## src/rtl/scic_boot_controller.sv

```systemverilog
// Boot sequencer for the SCIC core: loads a program image from the host, runs the CPU
// until a halt store or cycle budget, then hands the single-port memory back for readback.
module scic_boot_controller #(
  parameter int unsigned          ADDR_W    = 16,
  parameter int unsigned          DATA_W    = 32,
  parameter logic [ADDR_W-1:0]    HALT_ADDR = 16'hFFFF,
  parameter int unsigned          CNT_W     = 32
) (
  input  logic              clock,
  input  logic              reset,
  input  logic              start,
  input  logic [ADDR_W-1:0] load_len,
  input  logic [CNT_W-1:0]  run_cycles,
  input  logic              in_valid,
  input  logic [DATA_W-1:0] in_data,
  output logic              in_ready,
  output logic              cpu_reset,
  input  logic [ADDR_W-1:0] cpu_address,
  input  logic              cpu_we,
  input  logic [DATA_W-1:0] cpu_data_out,
  output logic [DATA_W-1:0] cpu_data_in,
  output logic [ADDR_W-1:0] mem_address,
  output logic              mem_we,
  output logic [DATA_W-1:0] mem_wdata,
  input  logic [DATA_W-1:0] mem_rdata,
  input  logic              rd_req,
  input  logic [ADDR_W-1:0] rd_addr,
  output logic              rd_valid,
  output logic [DATA_W-1:0] rd_data,
  output logic              busy,
  output logic              done,
  output logic              halted,
  output logic [CNT_W-1:0]  cycle_count
);

  typedef enum logic [1:0] {S_IDLE, S_LOAD, S_RUN, S_DONE} state_t;

  state_t              state_q, state_d;
  logic [ADDR_W-1:0]   ptr_q;
  logic [ADDR_W-1:0]   load_len_q;
  logic [CNT_W-1:0]    run_cycles_q;
  logic [CNT_W-1:0]    cycle_count_q;
  logic                halted_q;
  logic                cpu_reset_q;
  logic                rd_valid_q;
  logic [DATA_W-1:0]   rd_data_q;

  logic host_side;
  logic start_ok;
  logic accept;
  logic last_word;
  logic halt_hit;
  logic timeout_hit;

  assign host_side   = (state_q == S_IDLE) || (state_q == S_DONE);
  assign start_ok    = host_side && start;
  assign accept      = (state_q == S_LOAD) && in_valid;
  assign last_word   = accept && (ptr_q == load_len_q - ADDR_W'(1));
  assign halt_hit    = (state_q == S_RUN) && cpu_we && (cpu_address == HALT_ADDR);
  assign timeout_hit = (state_q == S_RUN) && (run_cycles_q != '0) &&
                       (cycle_count_q == run_cycles_q - CNT_W'(1));

  always_comb begin
    state_d = state_q;
    case (state_q)
      S_IDLE, S_DONE: if (start) state_d = (load_len != '0) ? S_LOAD : S_RUN;
      S_LOAD:         if (last_word) state_d = S_RUN;
      S_RUN:          if (halt_hit || timeout_hit) state_d = S_DONE;
      default:        state_d = S_IDLE;
    endcase
  end

  // Memory port ownership follows the state: loader, CPU, or host readback.
  always_comb begin
    mem_address = rd_addr;
    mem_wdata   = '0;
    mem_we      = 1'b0;
    case (state_q)
      S_LOAD: begin
        mem_address = ptr_q;
        mem_wdata   = in_data;
        mem_we      = in_valid;
      end
      S_RUN: begin
        mem_address = cpu_address;
        mem_wdata   = cpu_data_out;
        mem_we      = cpu_we && !halt_hit;
      end
      default: ;
    endcase
  end

  always_ff @(posedge clock) begin
    if (reset) begin
      state_q       <= S_IDLE;
      ptr_q         <= '0;
      load_len_q    <= '0;
      run_cycles_q  <= '0;
      cycle_count_q <= '0;
      halted_q      <= 1'b0;
      cpu_reset_q   <= 1'b1;
      rd_valid_q    <= 1'b0;
      rd_data_q     <= '0;
    end else begin
      state_q     <= state_d;
      cpu_reset_q <= (state_d != S_RUN);
      rd_valid_q  <= host_side && rd_req;
      if (host_side && rd_req) rd_data_q <= mem_rdata;
      if (start_ok) begin
        load_len_q    <= load_len;
        run_cycles_q  <= run_cycles;
        ptr_q         <= '0;
        cycle_count_q <= '0;
        halted_q      <= 1'b0;
      end
      if (accept) ptr_q <= ptr_q + ADDR_W'(1);
      if (state_q == S_RUN) cycle_count_q <= cycle_count_q + CNT_W'(1);
      if (halt_hit) halted_q <= 1'b1;
    end
  end

  assign in_ready    = (state_q == S_LOAD);
  assign cpu_reset   = cpu_reset_q;
  assign cpu_data_in = mem_rdata;
  assign rd_valid    = rd_valid_q;
  assign rd_data     = rd_data_q;
  assign busy        = (state_q == S_LOAD) || (state_q == S_RUN);
  assign done        = (state_q == S_DONE);
  assign halted      = halted_q;
  assign cycle_count = cycle_count_q;

endmodule

```

## config.mk

```make
export PLATFORM = sky130hd
export DESIGN_NAME = scic_boot_controller
export DESIGN_NICKNAME = d
export VERILOG_FILES = /design/src/rtl/scic_boot_controller.sv
export SDC_FILE = /design/constraint.sdc
export NUM_CORES = 1
export LEC_CHECK = 0
export BUFFER_PORTS_ARGS = -buffer_cell sky130_fd_sc_hd__buf_2
export CAP_MARGIN = 40
export CORE_AREA = 2 2 137 139
export CTS_BUF_LIST = sky130_fd_sc_hd__clkbuf_4 sky130_fd_sc_hd__clkbuf_8
export DETAILED_ROUTE_END_ITERATION = 10
export DIE_AREA = 0 0 139 141
export GPL_ROUTABILITY_DRIVEN = 0
export HOLD_SLACK_MARGIN = 0.12
export PLACE_DENSITY = 0.79
export SYNTH_ARGS = -nofsm -noshare
export SYNTH_HDL_FRONTEND = slang
export SYNTH_SLANG_ARGS = --single-unit
```

## constraint.sdc

```tcl
create_clock -name clock -period 2.95 [get_ports clock]
set_clock_uncertainty 0.05 [all_clocks]
set_input_delay 0.59 -clock clock [delete_from_list [all_inputs] [get_ports clock]]
set_output_delay 0.59 -clock clock [all_outputs]
set_load 0.02 [all_outputs]
```

==> summary.md <==
| Metric | Value |
|---|---|
| Status | completed |
| First-pass GRT wire length | approximately 45,000 um |
| Ys flop type | dfxtp_1 |
| WHS | ~310 ps |
| DR vias/cell | 5.72 |
| HP Class | in -> reg |
| Final Critical Period | 2930 ps |
| Synth area leaders | dfxtp_1 (33%), nand2_1 (11%), a21oi_1 (7.6%), a22oi_1 (4.8%), nor2_1 (4.1%) |
| Port bufs | 332 |
| Max IR drop VDD | 0.431 mV |
| Post-DRT Antenna Nets | 0 |
| Final setup vio count | 0 |
| Worst-margin pin slew | 786 ps |
| Vias in the first global route | 8,224 |
| Arr. time, crit path | 3280 ps |
| Worst path most repeated cell | o31ai_2 |
| Total Wirelength | 30,400 um |
| Total of max-cap violations | 0 |
| Area of the multi-input gates | 4820 um^2 |
| Die Y | 141 um |
| Fmax | roughly 340 MHz |
| Initial antenna violation count | 3 |
| Synth Area in Adders | 1.26% |
| Setup TNS | 0 ps |
| Async SR Flop Fraction | 0% |
| Mux cell area share after synthesis | 1.62% |
| # fillers | 1,718 |
| Worst-path cell chain | or4_4 -> or3_4 -> buf_4 -> or3_1 -> o31ai_2 -> o31ai_2 -> a211oi_2 -> a41oi_2 -> o21ai_1 |
| Clk root buf | clkbuf_8 |
| Via count | 9,425 |
| Detailed-route DRC error count | 0 |
| Synth cell count leaders | nand2_1 (230), dfxtp_1 (133), a21oi_1 (121) |
| Worst EP required | 3300 ps |
| Overall Global Routing Usage | 29.2% |
| Critical path capture point type | flop |
| CTS buffer count | 17 |
| Synthesized net count | 1,286 |
| Final Cycle Share | 99.3% |
| Nets@finish | 1,586 |
| Register area | 2660 um^2 |
| Syn_area_per_cell | 7.27 um^2 |
| EDFF count, synth | 0 |
| Final-report max-slew violation count | 0 |
| Die area | approximately 20,000 um^2 |
| Layout cells sized above 1 | 32.2% |
| Worst-path clk slew | 80 ps |
| Critical Path Max Stage Delay | 570 ps |
| Area share of the largest cell type after synthesis | 33.4% |
| HPWL after detailed placement | ~23,000 um |
| DRT Pass-1 Iters | 5 |
| Synth Area in Compound Gates | 21.4% |
| H-tree levels | 4 |
| Post-layout util | 57.3% |
| Initial core utilization | ~44% |
| Final hold viol count | 0 |
| Worst skew pair latency | 470 ps |
| Post-synthesis cell type count | 59 |
| #FFs+latches synth | 133 |
| WL/cell | about 18 um |
| Slowest cell on crit path | or4_4 |
| Synth Area in XOR/XNOR | 6.48% |
| Core ar. | roughly 18,000 um^2 |
| Crit path kind | reg -> reg |
| Lkg Pwr | 4.56 nW |
| Setup bufs post-CTS | 0 |
| Simple-gate share of the synthesized area | 28.8% |
| Cell area after synthesis | 7970 um^2 |
| P&R area growth vs syn | 31.2% |
| Cell with the most instances after synthesis | nand2_1 |
| Area leader, netlist | dfxtp_1 |
| Clk sink count | between 100 and 150 |
| Largest fanout on the critical path | 14 |
| Largest family of logic cells by synthesized area | simple AND/OR/NAND/NOR gates |
| Boundary pin count | 333 |
| Rel. slew slack | 47.6% |
| Initial DRC Count | 894 |
| CTS tree | done |
| Seq/Total Area, Yosys | approximately 33% |
| WP buf/inv | 1 |
| Row count | 50 |
| Syn. warnings | 0 |
| Type of element launching the critical path | flop |
| Largest net degree at the start of global routing | 73 |
| Die Width | roughly 140 um |
| GR Overflow Total | 0 |
| Clock tree buffer depth | 2 |
| Family with the most delay on the worst path | simple AND/OR/NAND/NOR gates |
| Post-synthesis cell count | 1,096 |
| Power density over the cells | 773 nW/um^2 |
==> path summary, 6_finish.rpt <==
kind                                  end                          from  depth (start not counted)  slack, ps
min reg2reg      rd_data[23]$_SDFFE_PP0P_      rd_data[23]$_SDFFE_PP0P_                          2        400
max reg2reg          cpu_reset$_SDFF_PP1_  run_cycles_q[8]$_SDFFE_PP0P_                          9         20
max                  cpu_reset$_SDFF_PP1_  run_cycles_q[8]$_SDFFE_PP0P_                          9         20
min          run_cycles_q[6]$_SDFFE_PP0P_                 run_cycles[6]                          3        310
==> state kept, by name (all words and copies together) (netlist names) <==
register      count
halted            1
rd_data          32
load_len_q       16
run_cycles_q     32
state_q           2
cpu_reset         1
rd_valid          1
cycle_count      32
ptr_q            16
==> kinds of logic after synthesis <==
kind of cell    Yosys count
simple gates            493
compound gates          274
flops                   133
buf+inv                 117
xor+xnor                 59
mux                      12
fa+ha+maj                 8
==> metrics by stage <==
| stage | area (um^2) | worst slack, ps | std cells | total power [W] |
|---|---|---|---|---|
| 5_1_grt | 10500 | -33.5 | 1646 | 0.00850 |
| 2_1_floorplan | 7970 | 135 | 1096 | 0.00461 |
| 4_1_cts | 10400 | 2.01 | 1643 | 0.00798 |
| 6_report | 10500 | 19.5 | 1647 | 0.00808 |
| 3_5_place_dp | 9850 | 14.3 | 1611 | 0.00590 |
| 3_3_place_gp | 9850 | 80.6 | 1611 | 0.00583 |
==> what timing repair did <==
item	CTS	global route
resized for setup	2	13
hold buffers	0	0
endpoints found under the setup margin	2	3
pin swaps	0	3
==> worst min-delay path, cell delays in order <==
cell	delay, ps
buf_2	90
nand2_1	40
a21oi_1	50
==> routing by layer <==
| metal | vias up | track usage (%) | part of all wire, % | routed length [um] |
|---|---|---|---|---|
| met1 | 4439 | 38.8 | 40 | 12300 |
| li1 | 4442 | - | - | - |
| met4 | 0 | 10.6 | 2.9 | 887 |
| met3 | 61 | 5.98 | 8.7 | 2640 |
| met5 | - | 0 | 0 | 0 |
| met2 | 483 | 47.1 | 48 | 14600 |
==> report_power, final <==
part           internal [W]  total (W)  leakage (nW)  switching, W
Combinational       0.00140    0.00376          3.21       0.00236
Sequential          0.00204    0.00228          1.08      0.000244
Clock               0.00126    0.00204         0.260      0.000779
==> cells in the final DEF (no fill, tap or decap), types with 10 or more instances in the layout <==
master,count
inv_1,13
dfxtp_1,133
nor3_1,20
a21oi_1,121
and3_1,15
buf_4,50
nor2_1,85
or3_1,20
clkbuf_8,20
nor4_1,11
xor2_1,25
nand4_1,16
nand2_1,230
xnor2_1,34
nand3_1,35
o21ai_0,32
a22oi_1,51
buf_2,331
o211ai_1,13
or2_2,10
==> cell type report <==
type / instances / area share (%)
inverter: 14 / 0.502
multi-input combinational: 846 / 46.1
timing repair buffer: 384 / 20.0
tap: 234 / 2.80
antenna: 4 / 0.0957
clock inverter: 11 / 2.33
clock buffer: 21 / 2.70
sequential: 133 / 25.5
No activity file was read; power rests on OpenSTA's default activity.
